### config.mk
export PLATFORM = sky130hd
export DESIGN_NAME = rr_req_ctrl
export DESIGN_NICKNAME = d
export VERILOG_FILES = /design/src/rtl/rr_req_ctrl.sv
export SDC_FILE = /design/constraint.sdc
export NUM_CORES = 1
export LEC_CHECK = 0
export BUFFER_PORTS_ARGS = -buffer_cell sky130_fd_sc_hd__buf_2
export CAP_MARGIN = 20
export CORE_AREA = 2 2 80 82
export CTS_BUF_LIST = sky130_fd_sc_hd__clkbuf_16
export CTS_CLUSTER_SIZE = 28
export DETAILED_ROUTE_END_ITERATION = 8
export DIE_AREA = 0 0 82 84
export PLACE_DENSITY = 0.62
export SYNTH_ARGS = -nofsm -noshare
export SYNTH_HDL_FRONTEND = slang
export SYNTH_SLANG_ARGS = --single-unit
### constraint.sdc
create_clock -name clk -period 4.3 [get_ports clk]
set_input_delay 0.43 -clock clk [delete_from_list [all_inputs] [get_ports clk]]
set_output_delay 0.43 -clock clk [all_outputs]
set_load 0.01 [all_outputs]
### src/rtl/rr_req_ctrl.sv
// rtl/rr_req_ctrl.sv - per-client requester controller for a 4-way round-robin arbiter
// Optional protocol checking is built when RR_REQ_ERRCHK_EN is defined; otherwise err is tied low.

module rr_req_ctrl #(
  parameter int N         = 4,
  parameter int BURST_LEN = 4,
  parameter int CNT_W     = 3
) (
  input  logic         clk,
  input  logic         rst,
  input  logic [N-1:0] push,
  output logic [N-1:0] full,
  output logic [N-1:0] REQ,
  input  logic [N-1:0] GNT,
  output logic [N-1:0] busy,
  output logic [N-1:0] done,
  output logic         err
);

  localparam int BEAT_W = $clog2(BURST_LEN + 1);
  localparam logic [BEAT_W-1:0] LAST_BEAT = BEAT_W'(BURST_LEN);
  localparam logic [BEAT_W-1:0] BEAT_ONE  = BEAT_W'(1);
  localparam logic [CNT_W-1:0]  PEND_MAX  = {CNT_W{1'b1}};
  localparam logic [CNT_W-1:0]  PEND_ONE  = CNT_W'(1);

  typedef enum logic [1:0] {
    ST_IDLE = 2'd0,
    ST_WAIT = 2'd1,
    ST_XFER = 2'd2,
    ST_REL  = 2'd3
  } state_t;

  state_t            state_q [N];
  state_t            state_d [N];
  logic [CNT_W-1:0]  pend_q  [N];
  logic [CNT_W-1:0]  pend_d  [N];
  logic [BEAT_W-1:0] beat_q  [N];
  logic [BEAT_W-1:0] beat_d  [N];

  logic [N-1:0] last_beat;
  logic [N-1:0] pend_full;
  logic [N-1:0] pend_inc;

  // Per-client status decoded from registered state: last burst beat, queue full
  always_comb begin
    last_beat = '0;
    pend_full = '0;
    for (int i = 0; i < N; i++) begin
      last_beat[i] = (state_q[i] == ST_XFER) && (beat_q[i] == LAST_BEAT);
      pend_full[i] = (pend_q[i] == PEND_MAX);
    end
  end

  // State register: FSM, pending counter and beat counter per client
  always_ff @(posedge clk or negedge rst) begin
    if (!rst) begin
      for (int i = 0; i < N; i++) begin
        state_q[i] <= ST_IDLE;
        pend_q[i]  <= '0;
        beat_q[i]  <= '0;
      end
    end else begin
      for (int i = 0; i < N; i++) begin
        state_q[i] <= state_d[i];
        pend_q[i]  <= pend_d[i];
        beat_q[i]  <= beat_d[i];
      end
    end
  end

  // Next-state: queue accounting first, since REL exit looks at the updated count
  always_comb begin
    pend_inc = '0;
    for (int i = 0; i < N; i++) begin
      state_d[i] = state_q[i];
      pend_d[i]  = pend_q[i];
      beat_d[i]  = beat_q[i];

      // A push while full is only accepted when a completion frees a slot on the same edge
      pend_inc[i] = push[i] && (!pend_full[i] || last_beat[i]);
      if (pend_inc[i] && !last_beat[i]) begin
        pend_d[i] = pend_q[i] + PEND_ONE;
      end else if (!pend_inc[i] && last_beat[i]) begin
        pend_d[i] = pend_q[i] - PEND_ONE;
      end

      case (state_q[i])
        ST_IDLE: begin
          if (pend_q[i] != '0) begin
            state_d[i] = ST_WAIT;
          end
        end
        ST_WAIT: begin
          if (GNT[i]) begin
            state_d[i] = ST_XFER;
            beat_d[i]  = BEAT_ONE;
          end
        end
        ST_XFER: begin
          // The burst always runs to its full length, even if the grant is pulled early
          if (last_beat[i]) begin
            state_d[i] = ST_REL;
            beat_d[i]  = '0;
          end else begin
            beat_d[i]  = beat_q[i] + BEAT_ONE;
          end
        end
        ST_REL: begin
          state_d[i] = (pend_d[i] != '0) ? ST_WAIT : ST_IDLE;
        end
        default: begin
          state_d[i] = ST_IDLE;
        end
      endcase
    end
  end

  // Outputs: pure decode of registered state, no input-to-output paths
  always_comb begin
    REQ  = '0;
    busy = '0;
    done = '0;
    full = '0;
    for (int i = 0; i < N; i++) begin
      REQ[i]  = (state_q[i] == ST_WAIT) || (state_q[i] == ST_XFER);
      busy[i] = (state_q[i] == ST_XFER);
      done[i] = last_beat[i];
      full[i] = pend_full[i];
    end
  end

`ifdef RR_REQ_ERRCHK_EN
  logic         err_q;
  logic         err_d;
  logic [N-1:0] gnt_no_req;
  logic [N-1:0] preempt;
  logic         multi_gnt;

  // Protocol checks against the arbiter; the flag is sticky until reset
  always_comb begin
    gnt_no_req = '0;
    preempt    = '0;
    for (int i = 0; i < N; i++) begin
      gnt_no_req[i] = GNT[i] && ((state_q[i] == ST_IDLE) || (state_q[i] == ST_REL));
      preempt[i]    = !GNT[i] && (state_q[i] == ST_XFER) && (beat_q[i] < LAST_BEAT);
    end
    multi_gnt = (GNT & (GNT - {{(N-1){1'b0}}, 1'b1})) != '0;
    err_d     = err_q || (|gnt_no_req) || (|preempt) || multi_gnt;
  end

  // Sticky error register
  always_ff @(posedge clk or negedge rst) begin
    if (!rst) begin
      err_q <= 1'b0;
    end else begin
      err_q <= err_d;
    end
  end

  assign err = err_q;
`else
  assign err = 1'b0;
`endif

endmodule

==> results.md <==
* CTS tree: done
* I/O pin count at 27
* Layout Skew at 0.00371 ns
* Worst skew pair latency at 0.28 ns
* Synth unique cells at 50
* Hold Fails Final Rpt at 0
* CTS resizes at 0
* Fraction of registers with async set/reset at 1.00
* Die height at 84 µm
* Placer Congestion at roughly 0.73
* Relative slew slack at 0.503
* Non-Filler Instances at 389
* Total track usage at 0.160
* Crit Path Category: reg2out
* Setup TNS at 0 ns
* Commonest non-fill, non-tap cells in the layout: 44 x ha_1, 32 x dfrtp_1, 27 x inv_1, 25 x buf_2, 23 x o21ai_0
* Area grow syn2layout at 11.6%
* Post-CTS Hold Buffers at 0
* CP Launch Type: flop
* Commonest non-fill, non-tap cell in the layout: ha_1
* FF+latch count, synth at 32
* Post-layout net count at 365
* Placed insts at 381
* Share of layout cells above drive strength 1 at 0.131
* Die area at 6890 µm²
* Final setup vio count at 0
* Pwr Density at around 750 nW/µm²
* Dpl cell area at 2840 µm²
* WL final at 4.98 mm
* Core area at 6100 µm²
* DP HPWL at 3.74 mm
* Initial antenna violation count at 0
* Final worst path period need at 2.15 ns
* Clk buf depth at 2
* Vias in the first global route at between 1500 and 2000
* First-pass GRT wire length at about 8.8 mm
* IO buf count at 25
* Mapped Nets at between 300 and 400
* Setup Fix Bufs, Post-CTS at 0
* Status: finished, final reports clean
* Via density at 5.39
* RSZ-0062 raised after global routing: no
* GRT Residual Overflow at 0
* Primary FF master, synth: dfrtp_1
* Critical Path AT at 1.72 ns
* Die W at slightly above 80 µm
* Remaining antenna violation count at 0
* Post-Syn Area per Cell at 9.27 µm²
* Worst Max-Slew Pin Slew at 0.746 ns
* Drt drc at 0
* Clock-pin slew on the worst setup and hold paths at 0.06 ns
* DR WL/cell at 12.8 µm
* HP Class: in2async
* Post-synth EDFFs at 0
* Total number of H-tree levels at 2
* Vias at 2097
* CP Data Required Time at 3.87 ns
* Max VDD drop at 0.292 mV
* 1st-pass router iterations at 4
* Root Buffer: clkbuf_16
* Fin area at ~3000 µm²
* Final Slew Violations at 0
* Period utilization at 0.501
* Diodes inserted at 0
* Crit-path max FO at 8
* TritonCTS Buffers at 5
* Max Clk Rate at between 0.4 and 0.5 GHz
* Maxcap violations at 0
* Leakage at 1.47 nW
* TritonCTS Sinks at 32
* Register area share after synthesis at 0.298
* Largest net degree at the start of global routing at 33
* Cell Rows at 29
* Initial core utilization at 0.441
* Pwr Total at about 2.3 mW
* Post-Synthesis Cells at 290
* Yosys warning count at 0
* Nature of the critical path endpoint: output port
* First DRT Iteration DRCs at 107
* Synth Cell Area at 2690 µm²
## final cells by class
type	instances	area [µm²]
fillers	596	3100
clock inverters	3	37.5
flip-flops and latches	32	801
repair buffers	25	125
multi-input cells	220	1710
inverters	27	101
well taps	77	96.3
clock buffers	5	125
## state kept, by name (all words and copies together), names as in the netlist
| name | cells |
|---|---|
| beat_q | 12 |
| pend_q | 12 |
| state_q | 8 |
## cell usage after synthesis (5+ instances only)
cell,instances,area share
o21ai_0,23,0.043
buf_4,5,0.014
nor2_1,9,0.013
nor2b_1,5,0.012
nand2_1,19,0.027
mux2i_1,7,0.026
and3_1,5,0.012
dfrtp_1,32,0.30
nand2b_1,12,0.028
nand3_1,6,0.011
inv_1,27,0.038
a21oi_1,15,0.028
nand3b_1,7,0.020
ha_1,44,0.20
## stage by stage
stage	utilization	setup WS, ns	hold WS, ns
global placement	0.465	2.34	0.514
floorplan	-	2.36	0.134
finish	0.492	2.15	0.215
global route	0.492	1.98	0.296
CTS	0.492	2.14	0.257
detailed placement	0.465	2.27	0.517
## report_power, final
part / leakage (nW) / internal [mW] / switching [mW]
logic: 1.00 / 0.577 / 0.647
registers: 0.385 / 0.453 / 0.182
clock network: 0.0789 / 0.269 / 0.131
total: 1.47 / 1.30 / 0.961
## metal layers
metal	track usage	vias to the layer above	share of wire
met5	0	-	0
met4	0.0470	0	0.013
met3	0.0400	6	0.036
met2	0.248	25	0.46
met1	0.217	988	0.49
li1	-	1078	-
## path summary, 6_finish.rpt
| kind | startpoint | endpoint | slack [ns] | cells after the start |
|---|---|---|---|---|
| setup / recovery | state_q[0] | done[3] | 2.15 | 4 |
| hold / removal | rst | pend_q[2] | 0.21 | 1 |
| setup reg to reg | state_q[6] | state_q[6] | 2.27 | 6 |
| hold reg to reg | beat_q[4] | beat_q[4] | 0.52 | 1 |
| max in group asynchronous | rst | pend_q[6] | 3.60 | 1 |
| min in group clk | push[1] | pend_q[7] | 0.45 | 2 |
## worst max-delay path, cell delays in order, from the launching register on
cell and delay (ns):
dfrtp_1 0.42, inv_1 0.15, ha_1 0.34, and3_1 0.35
buf_2 0.19
## kinds of logic (layout without fill, tap and decap cells)
family / after synthesis / count (layout) / synth area share
buf+inv: 38 / 60 / 0.0647
other cells: 1 / 1 / 0.00140
flops: 32 / 32 / 0.298
mux: 10 / 10 / 0.0386
simple gates: 82 / 82 / 0.177
compound gates: 79 / 79 / 0.203
fa+ha+maj: 44 / 44 / 0.205
xor+xnor: 4 / 4 / 0.0130
(Power assumes the default switching activity.)
